--- config.mk ---
export PLATFORM = sky130hd
export DESIGN_NAME = plic_claim_ctrl
export DESIGN_NICKNAME = d
export VERILOG_FILES = /design/src/rtl/plic_claim_ctrl.sv
export SDC_FILE = /design/constraint.sdc
export NUM_CORES = 1
export LEC_CHECK = 0
export CAP_MARGIN = 5
export CORE_MARGIN = 10
export CORE_UTILIZATION = 52
export CTS_CLUSTER_SIZE = 14
export DETAILED_ROUTE_END_ITERATION = 10
export GPL_TIMING_DRIVEN = 0
export PLACE_DENSITY_LB_ADDON = 0.12
export SYNTH_ARGS = -nofsm -noshare
export SYNTH_HDL_FRONTEND = slang
export SYNTH_SLANG_ARGS = --single-unit
export TNS_END_PERCENT = 100
--- constraint.sdc ---
create_clock -name clk_i -period 4.4 [get_ports clk_i]
set_clock_uncertainty 0.15 [all_clocks]
set_input_delay 0.88 -clock clk_i [delete_from_list [all_inputs] [get_ports clk_i]]
set_output_delay 0.88 -clock clk_i [all_outputs]
set_load 0.05 [all_outputs]
--- src/rtl/plic_claim_ctrl.sv ---
// Purpose : per-target PLIC claim/complete sequencer with max-priority search and irq generation.
// Latency : sources->irq_o 2 cycles; claim_i->claim_ack_o 1 cycle in SCAN (3 worst case); complete_i->completed_o 1 cycle.
// Backpress: claims are held off for two settle cycles after each ack; completes are always accepted.
// Build option: define PLIC_INSERVICE_MASK_EN to exclude in-service sources from the search.
module plic_claim_ctrl #(
  parameter int SOURCES       = 16,
  parameter int PRIORITIES    = 7,
  parameter int SOURCES_BITS  = $clog2(SOURCES + 1),
  parameter int PRIORITY_BITS = $clog2(PRIORITIES)
) (
  input  logic                               rst_ni,
  input  logic                               clk_i,
  input  logic [SOURCES-1:0]                 ip_i,
  input  logic [SOURCES-1:0]                 ie_i,
  input  logic [SOURCES*PRIORITY_BITS-1:0]   priority_i,
  input  logic [PRIORITY_BITS-1:0]           threshold_i,
  input  logic                               claim_i,
  output logic                               claim_ack_o,
  output logic [SOURCES_BITS-1:0]            claim_id_o,
  input  logic                               complete_i,
  input  logic [SOURCES_BITS-1:0]            complete_id_i,
  output logic [SOURCES-1:0]                 claimed_o,
  output logic [SOURCES-1:0]                 completed_o,
  output logic                               irq_o
);

  // Search tree is padded up to a power of two; padding leaves never win.
  localparam int LEVELS = (SOURCES > 1) ? $clog2(SOURCES) : 1;
  localparam int NLEAF  = 1 << LEVELS;

  // SETTLE1/SETTLE2 give the gateway time to drop the claimed source and
  // the search register time to reflect that before the next claim.
  typedef enum logic [1:0] {SCAN, SETTLE1, SETTLE2} state_t;

  state_t                     r_state;
  state_t                     w_state_nxt;
  logic [PRIORITY_BITS-1:0]   r_best_pri;
  logic [SOURCES_BITS-1:0]    r_best_id;
  logic                       r_irq;
  logic                       r_claim_ack;
  logic [SOURCES_BITS-1:0]    r_claim_id;
  logic [SOURCES-1:0]         r_claimed;
  logic [SOURCES-1:0]         r_completed;
  logic [SOURCES-1:0]         r_inservice;

  logic [SOURCES-1:0]         w_mask;
  logic [PRIORITY_BITS-1:0]   w_best_pri;
  logic [SOURCES_BITS-1:0]    w_best_id;
  logic                       w_claim_go;
  logic [SOURCES_BITS-1:0]    w_claim_id;
  logic [SOURCES-1:0]         w_claim_oh;
  logic [SOURCES-1:0]         w_cmp_oh;
  logic [SOURCES-1:0]         w_inservice_nxt;

`ifdef PLIC_INSERVICE_MASK_EN
  assign w_mask = r_inservice;
`else
  assign w_mask = '0;
`endif

  // Binary max-tree: leaves are ordered by ID, and the right (higher-ID)
  // child only wins on strictly greater priority, so ties go to the lower ID.
  for (genvar lv = 0; lv <= LEVELS; lv++) begin : g_lvl
    localparam int N = NLEAF >> lv;
    logic [N-1:0][PRIORITY_BITS-1:0] w_pri;
    logic [N-1:0][SOURCES_BITS-1:0]  w_id;
    for (genvar n = 0; n < N; n++) begin : g_node
      if (lv == 0) begin : g_leaf
        if (n < SOURCES) begin : g_src
          assign w_pri[n] = (ip_i[n] & ie_i[n] & ~w_mask[n]) ?
                            priority_i[n*PRIORITY_BITS +: PRIORITY_BITS] : '0;
          assign w_id[n]  = SOURCES_BITS'(n + 1);
        end else begin : g_pad
          assign w_pri[n] = '0;
          assign w_id[n]  = '0;
        end
      end else begin : g_cmp
        logic w_right_wins;
        assign w_right_wins = g_lvl[lv-1].w_pri[2*n+1] > g_lvl[lv-1].w_pri[2*n];
        assign w_pri[n] = w_right_wins ? g_lvl[lv-1].w_pri[2*n+1] : g_lvl[lv-1].w_pri[2*n];
        assign w_id[n]  = w_right_wins ? g_lvl[lv-1].w_id[2*n+1]  : g_lvl[lv-1].w_id[2*n];
      end
    end
  end

  assign w_best_pri = g_lvl[LEVELS].w_pri[0];
  assign w_best_id  = g_lvl[LEVELS].w_id[0];

  // Claim only hands out an ID that would actually raise the interrupt.
  assign w_claim_id = (r_best_pri > threshold_i) ? r_best_id : '0;

  // Next-state logic: a claim is only serviced in SCAN, then the FSM settles for two cycles.
  always_comb begin
    w_state_nxt = r_state;
    w_claim_go  = 1'b0;
    case (r_state)
      SCAN: begin
        if (claim_i) begin
          w_claim_go  = 1'b1;
          w_state_nxt = SETTLE1;
        end
      end
      SETTLE1: w_state_nxt = SETTLE2;
      SETTLE2: w_state_nxt = SCAN;
      default: w_state_nxt = SCAN;
    endcase
  end

  // One-hot claim/complete decode; completes test in-service before this cycle's claim sets it.
  always_comb begin
    w_claim_oh = '0;
    w_cmp_oh   = '0;
    for (int k = 0; k < SOURCES; k++) begin
      w_claim_oh[k] = w_claim_go && (w_claim_id == SOURCES_BITS'(k + 1));
      w_cmp_oh[k]   = complete_i && (complete_id_i == SOURCES_BITS'(k + 1)) && r_inservice[k];
    end
    w_inservice_nxt = (r_inservice & ~w_cmp_oh) | w_claim_oh;
  end

  // FSM state register.
  always_ff @(posedge clk_i or negedge rst_ni) begin
    if (!rst_ni) r_state <= SCAN;
    else         r_state <= w_state_nxt;
  end

  // Search result and interrupt pipeline; ID is forced to 0 when nothing qualifies.
  always_ff @(posedge clk_i or negedge rst_ni) begin
    if (!rst_ni) begin
      r_best_pri <= '0;
      r_best_id  <= '0;
      r_irq      <= 1'b0;
    end else begin
      r_best_pri <= w_best_pri;
      r_best_id  <= (w_best_pri == '0) ? '0 : w_best_id;
      r_irq      <= (r_best_pri > threshold_i);
    end
  end

  // Registered single-cycle pulses and in-service tracking.
  always_ff @(posedge clk_i or negedge rst_ni) begin
    if (!rst_ni) begin
      r_claim_ack <= 1'b0;
      r_claim_id  <= '0;
      r_claimed   <= '0;
      r_completed <= '0;
      r_inservice <= '0;
    end else begin
      r_claim_ack <= w_claim_go;
      r_claim_id  <= w_claim_go ? w_claim_id : '0;
      r_claimed   <= w_claim_oh;
      r_completed <= w_cmp_oh;
      r_inservice <= w_inservice_nxt;
    end
  end

  assign claim_ack_o = r_claim_ack;
  assign claim_id_o  = r_claim_id;
  assign claimed_o   = r_claimed;
  assign completed_o = r_completed;
  assign irq_o       = r_irq;

endmodule

==> results of run 1 <==
-- logic make-up after synthesis --
family	Yosys count
AO/OA/AOI/OAI	84
adder cells (fa/ha/maj)	48
buffers and inverters	50
flip-flops	65
multiplexers	35
AND/OR/NAND/NOR	204
-- stage by stage --
| stage | hold WS, ps | setup slack [ps] |
|---|---|---|
| after floorplan | 274.3 | -1352 |
| after global placement | 285.2 | -2242 |
| after detailed placement | 297.5 | -2423 |
| after CTS | 307.1 | -1194 |
-- what timing repair did --
action                     CTS
setup endpoints to repair    8
pin swaps                  121
buffers inserted           125
resized for setup          409
==> impl_metrics.yaml, run 1 <==
yosys:
  yosys.area_share.adder_pct: 13.20
  synth.area.top_cells: "dfrtp_1 (36%), ha_1 (13%), nand3_1 (6.3%)"
  syn-num-nets: 626
  yosys_warnings: 0
  synth.area.mux_share_pct: 8.941
  synth_top_area_share_pct: 35.76
  synth_area_mm2: 0.004548
  synth_common_cells: "dfrtp_1 (65), nand3_1 (57), ha_1 (48)"
  synth_compound_area_share_pct: 14.17
  synth-simple-area-share_pct: 23.52
  postSynth.topFlopCell: "dfrtp_1"
  synth.most_common_cell: "dfrtp_1"
  yosys.area.top_type: "dfrtp_1"
  synthesis.instances: 486
  synth-edff-count: 0
  seq_area_frac_synth_pct: 35.76
  synth_xor_area_share_pct: 0
  avgSynthCellArea_um2: 9.358
  synth.distinct_cells: 58
  ys_ff_latch: 65
  synth-async-reset-ratio_pct: 100.0
  synth_top_family_by_area: "simple AND/OR/NAND/NOR gates"
floorplan:
  rows: 34
  ios: 131
  start_util_pct: 52.67
  die_width_um: 113.5
  die_h_um: 113.5
grt:
  grt_max_degree: 39
run_status:
  stop_stage: "global routing (5_1_grt)"
  status: "aborted with a tool error"
  firstError: "[ERROR DPL-0038] Utilization greater than 100%, impossible to legalize"
timing:
  crit_endpoint: "r_best_id[1]$_DFF_PN0_/D"
  worstEpCategory: "register input"
placement:
  dp_cells: 725
  dpl-instance-area_mm2: 0.006262
  dp_hpwl_mm: 9.898
  gp_congestion: 0.8253
  port_buffers: 130
cts:
  cts_max_path_buffers: 2
  root_buffer: "clkbuf_8"
  cts_buffers: 9
  cts_sinks: 65
  ctsHoldBuffers: 0
  cts_max_level: 3
==> inputs of run 2 (changes only) <==
Settings changed: CORE_UTILIZATION 52 to 40, CTS_CLUSTER_SIZE 14 to not set, PLACE_DENSITY_LB_ADDON 0.12 to 0.15.
==> run 2 against run 1 <==
- the flow now finishes, with violations (setup timing)
- synthesized cell count did not move
- area after synthesis unchanged
==> impl_metrics.yaml, run 2 <==
grt:
  grt_pass1_wl_mm: 27.13
  antenna_found_initial: 0
  grt_pass1_vias: 5643
  grt_overflow: 0
  grtUsageTotal_pct: 20.39
  grt_max_degree: 45
critical_path:
  path_max_fanout: 5
  required_ps: 4480
  critPathLaunchType: "input pin"
  critPathArrivalTime_ps: 6130
  end_kind: "register"
  critPathMaxStageDelay_ps: 350
  crit_type: "in2reg"
  crit_slowest_cell: "nor4_4"
yosys:
  yosys_warnings: 0
  syn-num-nets: 626
  synth_top_area_share_pct: 35.76
  synth-simple-area-share_pct: 23.52
  yosys.area.top_type: "dfrtp_1"
  synthesis.instances: 486
  ys_ff_latch: 65
  synth_xor_area_share_pct: 0
  synth_area_mm2: 0.004548
  synth-edff-count: 0
  synth_compound_area_share_pct: 14.17
  synth-async-reset-ratio_pct: 100.0
  synth_common_cells: "dfrtp_1 (65), nand3_1 (57), ha_1 (48)"
  synth.area.top_cells: "dfrtp_1 (36%), ha_1 (13%), nand3_1 (6.3%)"
  synth.area.mux_share_pct: 8.941
  synth.most_common_cell: "dfrtp_1"
  postSynth.topFlopCell: "dfrtp_1"
  seq_area_frac_synth_pct: 35.76
  synth.distinct_cells: 58
  yosys.area_share.adder_pct: 13.20
  avgSynthCellArea_um2: 9.358
  synth_top_family_by_area: "simple AND/OR/NAND/NOR gates"
finish:
  final_nets: 937
  final_common_cell: "buf_4"
  drive_gt1_share_pct: 56.48
  area_growth_pct: 92.63
  multiInputGateArea_mm2: 0.004041
  num-fill-cells: 622
  diodes: 0
  final_util_pct: 79.77
  layout.area.seq_mm2: 0.001627
  final_cell_mix: "buf_4 (168), dfrtp_1 (65), clkdlybuf4s50_1 (49), nand3_2 (38)"
  final_cell_count_no_fill: 942
floorplan:
  die_width_um: 126.6
  start_util_pct: 41.41
  core-area_mm2: 0.01098
  die_h_um: 126.6
  dieArea_mm2: 0.01604
  ios: 131
  rows: 38
detailed_routing:
  routed_via_density: 5.510
  drtPass1Iterations: 4
  wl_per_cell_um: 20.30
  drt.antenna.violating_nets: 0
  drt_wl_total_mm: 19.12
  num_vias: 5190
  drtIter0Drc: 300
  drc: 0
timing:
  setup_violations: 8
  period_needed_ps: 6048
  setup_ws_ps: -1648
  whs_ps: 297.3
  hold_viol: 0
  max-slew-margin-rel_pct: 40.87
  worst_slew_pin_slew_ps: 885.0
  rsz0062_at_grt: "true"
  post-route-period-util_pct: 137.5
  finalMaxSlewViolations: 0
  fmax_mhz: 165.3
power_and_ir_drop:
  power_frac_seq_pct: 19.2
  intPower_w: 0.002377
  power_w: 0.003838
  p_clk_share_pct: 18.2
  comb_power_share_pct: 62.6
  swShare_pct: 38.08
  p_leak_nw: 4.022
  peakVddDrop_mv: 0.2829
  p_switching_w: 0.001461
  cellPowerDensity_mw_per_mm2: 438.1
placement:
  pre_cts_ws_ps: -2444
  dp_cells: 757
  dp_hpwl_mm: 10.13
  port_buffers: 130
  gp_congestion: 0.8450
cts:
  root_buffer: "clkbuf_16"
  cts_buffers: 9
  cts_sinks: 65
  clkTransAtPathRegs_ps: 50
  ctsHoldBuffers: 0
  tritoncts: "yes"
  cts_max_path_buffers: 2
  cts_max_level: 3
  clock_latency_ps: 320
run_status:
  status: "complete, but fails checks"
  failed_checks: "setup timing"
flow_run:
  timing.max_cap.violations: 0
worst_hold_path:
  hp-class: "reg2reg"
run 2: logic make-up after synthesis:
group | Yosys count
buf+inv | 50
compound gates | 84
flops | 65
mux | 35
simple gates | 204
fa+ha+maj | 48
run 2: path summary, 6_finish.rpt:
check	startpoint	endpoint	slack [ps]	cells after the start
max	priority_i[11]	r_best_id[0]	-1650	27
min	r_state[0]	r_state[0]	300	1
max reg2reg	r_best_pri[1]	r_inservice[15]	1970	8
min reg2reg	r_state[0]	r_state[0]	300	1
max in group asynchronous	rst_ni	claimed_o[11]	3140	2
min in group asynchronous	rst_ni	completed_o[10]	370	1
run 2: what timing repair did:
action,CTS,global route
gates resized for setup,375,62
pin swaps,97,59
endpoints found under the setup margin,8,8
setup buffers,136,34
run 2: final cells by class:
class	count	area share [%]
clock buffers	12	2.813
plain buffers	4	0.3856
clock inverters	4	0.5998
flip-flops and latches	65	18.57
repair buffers	301	27.58
inverters	45	1.928
multi-input cells	371	46.13
well taps	140	1.999
run 2: routing by layer:
| metal | part of all wire, % | track usage, % | up-vias |
|---|---|---|---|
| met2 | 55 | 39.76 | 198 |
| met5 | 0 | 0 | - |
| met4 | 5.0 | 9.243 | 0 |
| met3 | 4.3 | 4.415 | 78 |
| li1 | - | - | 2372 |
| met1 | 36 | 19.85 | 2542 |
run 2: critical path, delay by kind of cell:
kind	cells	cell delay, ps
adder cells (fa/ha/maj)	4	950
buffers and inverters	6	720
AND/OR/NAND/NOR	8	1670
AO/OA/AOI/OAI	7	1340
multiplexers	2	570
run 2: power groups by stage:
stage | logic [W] | registers (W) | clock network, W
final | 0.00240 | 0.000738 | 0.000699
after global routing | 0.00252 | 0.000748 | 0.000737
after CTS | 0.00193 | 0.000738 | 0.000708
after detailed placement | 0.00142 | 0.000747 | 0
after global placement | 0.00138 | 0.000744 | 0
after floorplan | 0.00106 | 0.000781 | 0
run 2: per-stage QoR:
stage / setup TNS, ps / area [um^2]
floorplan: -9572 / 4811
global placement: -17200 / 6287
CTS: -8161 / 8341
finish: -11870 / 8761
global route: -13280 / 8761
detailed placement: -18220 / 6302
Note: power is estimated with default switching activity, not from simulation.
==> inputs of run 3 (changes only) <==
Settings changed: SLEW_MARGIN set to 20.
==> run 3 against run 2 <==
- the flow still finishes with violations (setup timing)
- non-clock buffer count decreased by 13
- routed wire length down 5.6%
- clock-buffer cell count shrank 1
- sequential share of layout area increased by 0.077 points
- power decreased by 3.9%
- worst hold slack got worse by 13 ps
- critical endpoint is now r_best_id[4]
- highest routed layer unchanged
==> impl_metrics.yaml, run 3 (synthesized netlist as in run 2, its figures left out) <==
cts:
  clkTransAtPathRegs_ps: 50
  clock_latency_ps: 320
  ctsHoldBuffers: 0
  cts_max_level: 3
  cts_sinks: 65
  cts_max_path_buffers: 2
  cts_buffers: 9
  root_buffer: "clkbuf_16"
  tritoncts: "yes"
timing:
  whs_ps: 284.6
  setup_violations: 8
  fmax_mhz: 171.2
  worst_slew_pin_slew_ps: 896.2
  finalMaxSlewViolations: 0
  max-slew-margin-rel_pct: 40.12
  period_needed_ps: 5841
  setup_ws_ps: -1441
  hold_viol: 0
  rsz0062_at_grt: "true"
  post-route-period-util_pct: 132.8
finish:
  area_growth_pct: 91.83
  diodes: 0
  drive_gt1_share_pct: 57.31
  final_cell_mix: "buf_4 (156), dfrtp_1 (65), clkdlybuf4s50_1 (49), nand3_2 (40), ha_4 (36)"
  final_nets: 924
  final_common_cell: "buf_4"
  num-fill-cells: 628
power_and_ir_drop:
  comb_power_share_pct: 62.7
  p_clk_share_pct: 17.2
  power_w: 0.003688
  intPower_w: 0.002282
  p_switching_w: 0.001406
  power_frac_seq_pct: 20.1
  swShare_pct: 38.13
  peakVddDrop_mv: 0.3064
  p_leak_nw: 3.976
  cellPowerDensity_mw_per_mm2: 422.7
detailed_routing:
  drtIter0Drc: 254
  drc: 0
  drt_wl_total_mm: 18.05
  drt.antenna.violating_nets: 0
  routed_via_density: 5.449
  num_vias: 5051
  wl_per_cell_um: 19.47
  drtPass1Iterations: 5
grt:
  grt_pass1_wl_mm: 26.05
  antenna_found_initial: 0
  grtUsageTotal_pct: 19.24
  grt_max_degree: 46
  grt_pass1_vias: 5626
  grt_overflow: 0
run_status:
  failed_checks: "setup timing"
  status: "complete, but fails checks"
floorplan:
  start_util_pct: 41.41
  ios: 131
  rows: 38
  die_width_um: 126.6
  core-area_mm2: 0.01098
  dieArea_mm2: 0.01604
  die_h_um: 126.6
critical_path:
  critPathArrivalTime_ps: 5890
  critPathMaxStageDelay_ps: 360
  crit_slowest_cell: "ha_4"
  crit_type: "in2reg"
  r2r_cells: 8
  required_ps: 4450
  path_max_fanout: 5
  end_kind: "register"
  critPathLaunchType: "input pin"
flow_run:
  timing.max_cap.violations: 0
placement:
  gp_congestion: 0.8450
  dp_hpwl_mm: 10.15
  port_buffers: 130
worst_hold_path:
  hp-class: "in2async"
[run 3: cell types whose count changed in the layout (fill, tap and decap cells not counted), moves of 3 or more]
cell | before | now
buf_4 | 168 | 156
clkbuf_2 | 7 | 1
clkdlybuf4s15_1 | 13 | 8
clkdlybuf4s15_2 | 2 | 7
dlygate4sd2_1 | 21 | 24
ha_1 | 8 | 5
[run 3: final cells by class]
cell class	instances	area [um^2]	share of cell area, %
multi-input cells	371	4093	46.91
flip-flops and latches	65	1627	18.64
plain buffers	4	33.78	0.3872
repair buffers	288	2357	27.02
inverters	45	168.9	1.936
well taps	140	175.2	2.008
clock buffers	11	252.7	2.897
clock inverters	3	17.52	0.2008
[run 3: power groups by stage]
| stage | Sequential, W | Combinational (W) | Clock (W) |
|---|---|---|---|
| finish | 0.000740 | 0.00231 | 0.000635 |
| global route | 0.000750 | 0.00243 | 0.000671 |
| CTS | 0.000739 | 0.00187 | 0.000642 |
| detailed placement | 0.000748 | 0.00142 | 0 |
| global placement | 0.000744 | 0.00138 | 0 |
| floorplan | 0.000781 | 0.00106 | 0 |
[run 3: final timing paths]
check                         startpoint               to  slack, ps
min in group clk_i            r_state[0]       r_state[0]        300
max in group asynchronous         rst_ni       r_state[0]       3310
setup / recovery                 ip_i[9]     r_best_id[4]      -1440
hold reg to reg               r_state[0]       r_state[0]        300
setup reg to reg           r_best_pri[1]  r_inservice[15]       1880
hold / removal                    rst_ni   completed_o[2]        280
[run 3: stage by stage]
step / area, um^2 / cells / utilization, % / TNS, ps / setup slack [ps]
final: 8725 / 927 / 79.44 / -10600 / -1441
after global routing: 8725 / 927 / 79.44 / -12080 / -1637
after CTS: 8183 / 892 / 74.50 / -8622 / -1241
after detailed placement: 6305 / 757 / 57.40 / -18150 / -2431
after global placement: 6287 / 756 / 57.25 / -17200 / -2287
after floorplan: 4811 / 486 / - / -9572 / -1352
[run 3: routing by layer]
layer / track usage, % / vias to the layer above / wire length (um)
li1: - / 2349 / -
met1: 18.62 / 2462 / 6660
met2: 37.85 / 178 / 9871
met3: 3.915 / 62 / 821
met4: 8.640 / 0 / 692
met5: 0 / - / 0
[run 3: what timing repair did]
item                                    in CTS  in global routing
pin swaps                                  103                 47
gates resized for setup                    394                 51
endpoints found under the setup margin       8                  8
buffers inserted                           122                 36
[run 3: worst max-delay path, delay by kind of cell]
kind | cells | cell delay [ps]
AO/OA/AOI/OAI | 9 | 1490
adder cells (fa/ha/maj) | 4 | 1190
buffers and inverters | 7 | 870
multiplexers | 2 | 570
AND/OR/NAND/NOR | 7 | 860
==> inputs of run 4 (changes only) <==
Settings changed: CTS_BUF_LIST set to sky130_fd_sc_hd__clkbuf_16.
==> run 4 against run 3 <==
- the flow still finishes with violations (setup timing)
- worst hold slack improved by 3.7 ps
- largest power group unchanged
- clock power is 5.7% lower
- via count down 0.34%
- cell count did not move
- critical path type unchanged
- fmax is 0.16% lower
==> impl_metrics.yaml, run 4 (synthesized netlist as in run 2, its figures left out) <==
run_status:
  status: "complete, but fails checks"
  failed_checks: "setup timing"
finish:
  area_growth_pct: 91.39
  final_cell_mix: "buf_4 (156), dfrtp_1 (65), clkdlybuf4s50_1 (49), nand3_2 (40), ha_4 (36)"
  diodes: 0
  drive_gt1_share_pct: 57.05
  final_nets: 924
  final_common_cell: "buf_4"
grt:
  grt_max_degree: 46
  grt_pass1_vias: 5625
  grt_pass1_wl_mm: 26.05
  antenna_found_initial: 0
  grt_overflow: 0
  grtUsageTotal_pct: 19.24
cts:
  cts_max_level: 3
  clkTransAtPathRegs_ps: 50
  root_buffer: "clkbuf_16"
  ctsHoldBuffers: 0
  cts_max_path_buffers: 2
  cts_sinks: 65
  cts_buffers: 9
  tritoncts: "yes"
  clock_latency_ps: 320
critical_path:
  crit_family: "compound AO/OA/AOI/OAI gates"
  critPathArrivalTime_ps: 5900
  critPathLaunchType: "input pin"
  crit_slowest_cell: "ha_4"
  required_ps: 4450
  critPathMaxStageDelay_ps: 360
  cp.buffers_inverters: 7
  crit_type: "in2reg"
  path_max_fanout: 5
  end_kind: "register"
power_and_ir_drop:
  p_switching_w: 0.001407
  power_w: 0.003653
  p_leak_nw: 3.965
  comb_power_share_pct: 63.4
  swShare_pct: 38.51
  peakVddDrop_mv: 0.3089
  p_clk_share_pct: 16.4
  intPower_w: 0.002246
  cellPowerDensity_mw_per_mm2: 419.7
  power_frac_seq_pct: 20.3
detailed_routing:
  drt.antenna.violating_nets: 0
  drt_wl_total_mm: 18.10
  wl_per_cell_um: 19.52
  num_vias: 5034
  drc: 0
  routed_via_density: 5.430
  drtPass1Iterations: 4
  drtIter0Drc: 267
placement:
  gp_congestion: 0.8450
  port_buffers: 130
  pre_cts_ws_ps: -2431
  dp_hpwl_mm: 10.15
floorplan:
  die_width_um: 126.6
  rows: 38
  die_h_um: 126.6
  core-area_mm2: 0.01098
  start_util_pct: 41.41
  dieArea_mm2: 0.01604
  ios: 131
timing:
  max-slew-margin-rel_pct: 40.16
  period_needed_ps: 5850
  post-route-period-util_pct: 133.0
  worst_slew_pin_slew_ps: 895.6
  setup_violations: 8
  whs_ps: 288.3
  timing.setup.tns_ps: -10660
  rsz0062_at_grt: "true"
  finalMaxSlewViolations: 0
  fmax_mhz: 170.9
  hold_viol: 0
  setup_ws_ps: -1450
worst_hold_path:
  hp-class: "in2async"
flow_run:
  timing.max_cap.violations: 0
## run 4: cell types whose count changed in the layout (fill, tap and decap cells not counted), sizes merged
cell,before,now
clkbuf,14,12
clkinv,2,4
## run 4: layout make-up
type	count	area, um^2
inverter	45	168.9
buffer	4	33.78
clock inverter	5	25.02
tap	140	175.2
clock buffer	9	225.2
sequential	65	1627
fill	634	2278
timing repair buffer	288	2357
multi-input combinational	371	4093
## run 4: final timing paths
check                              start               to  slack, ps  cells past startpoint
max                              ip_i[9]     r_best_id[4]      -1450                     29
min reg2reg                   r_state[0]       r_state[0]        300                      1
min                               rst_ni   completed_o[8]        290                      1
max reg2reg                r_best_pri[1]  r_inservice[15]       1890                      8
max in group asynchronous         rst_ni  completed_o[11]       3310                      2
min in group clk_i            r_state[0]       r_state[0]        300                      1
## run 4: stage by stage
step / std cells / utilization, % / area [um^2]
floorplan: 486 / - / 4811
global placement: 756 / 57.25 / 6287
detailed placement: 757 / 57.40 / 6305
CTS: 892 / 74.32 / 8163
global route: 927 / 79.26 / 8705
finish: 927 / 79.26 / 8705
## run 4: metal layers
layer / wire length [um] / vias to the layer above / GRT usage, %
met2: 9900 / 170 / 37.82
met5: 0 / - / 0
li1: - / 2352 / -
met4: 695 / 0 / 8.640
met1: 6674 / 2450 / 18.64
met3: 828 / 62 / 3.915
## run 4: repair_timing
item,in CTS,in global routing
setup buffers,122,36
pin swaps,103,47
endpoints found under the setup margin,8,8
endpoints found under the hold margin,0,0
resized for setup,394,51
## run 4: power groups by stage
stage	Combinational, W	Sequential (W)	Clock [W]
floorplan	0.00106	0.000781	0
global placement	0.00138	0.000744	0
detailed placement	0.00142	0.000748	0
CTS	0.00187	0.000739	0.000606
global route	0.00243	0.000750	0.000633
finish	0.00231	0.000740	0.000599
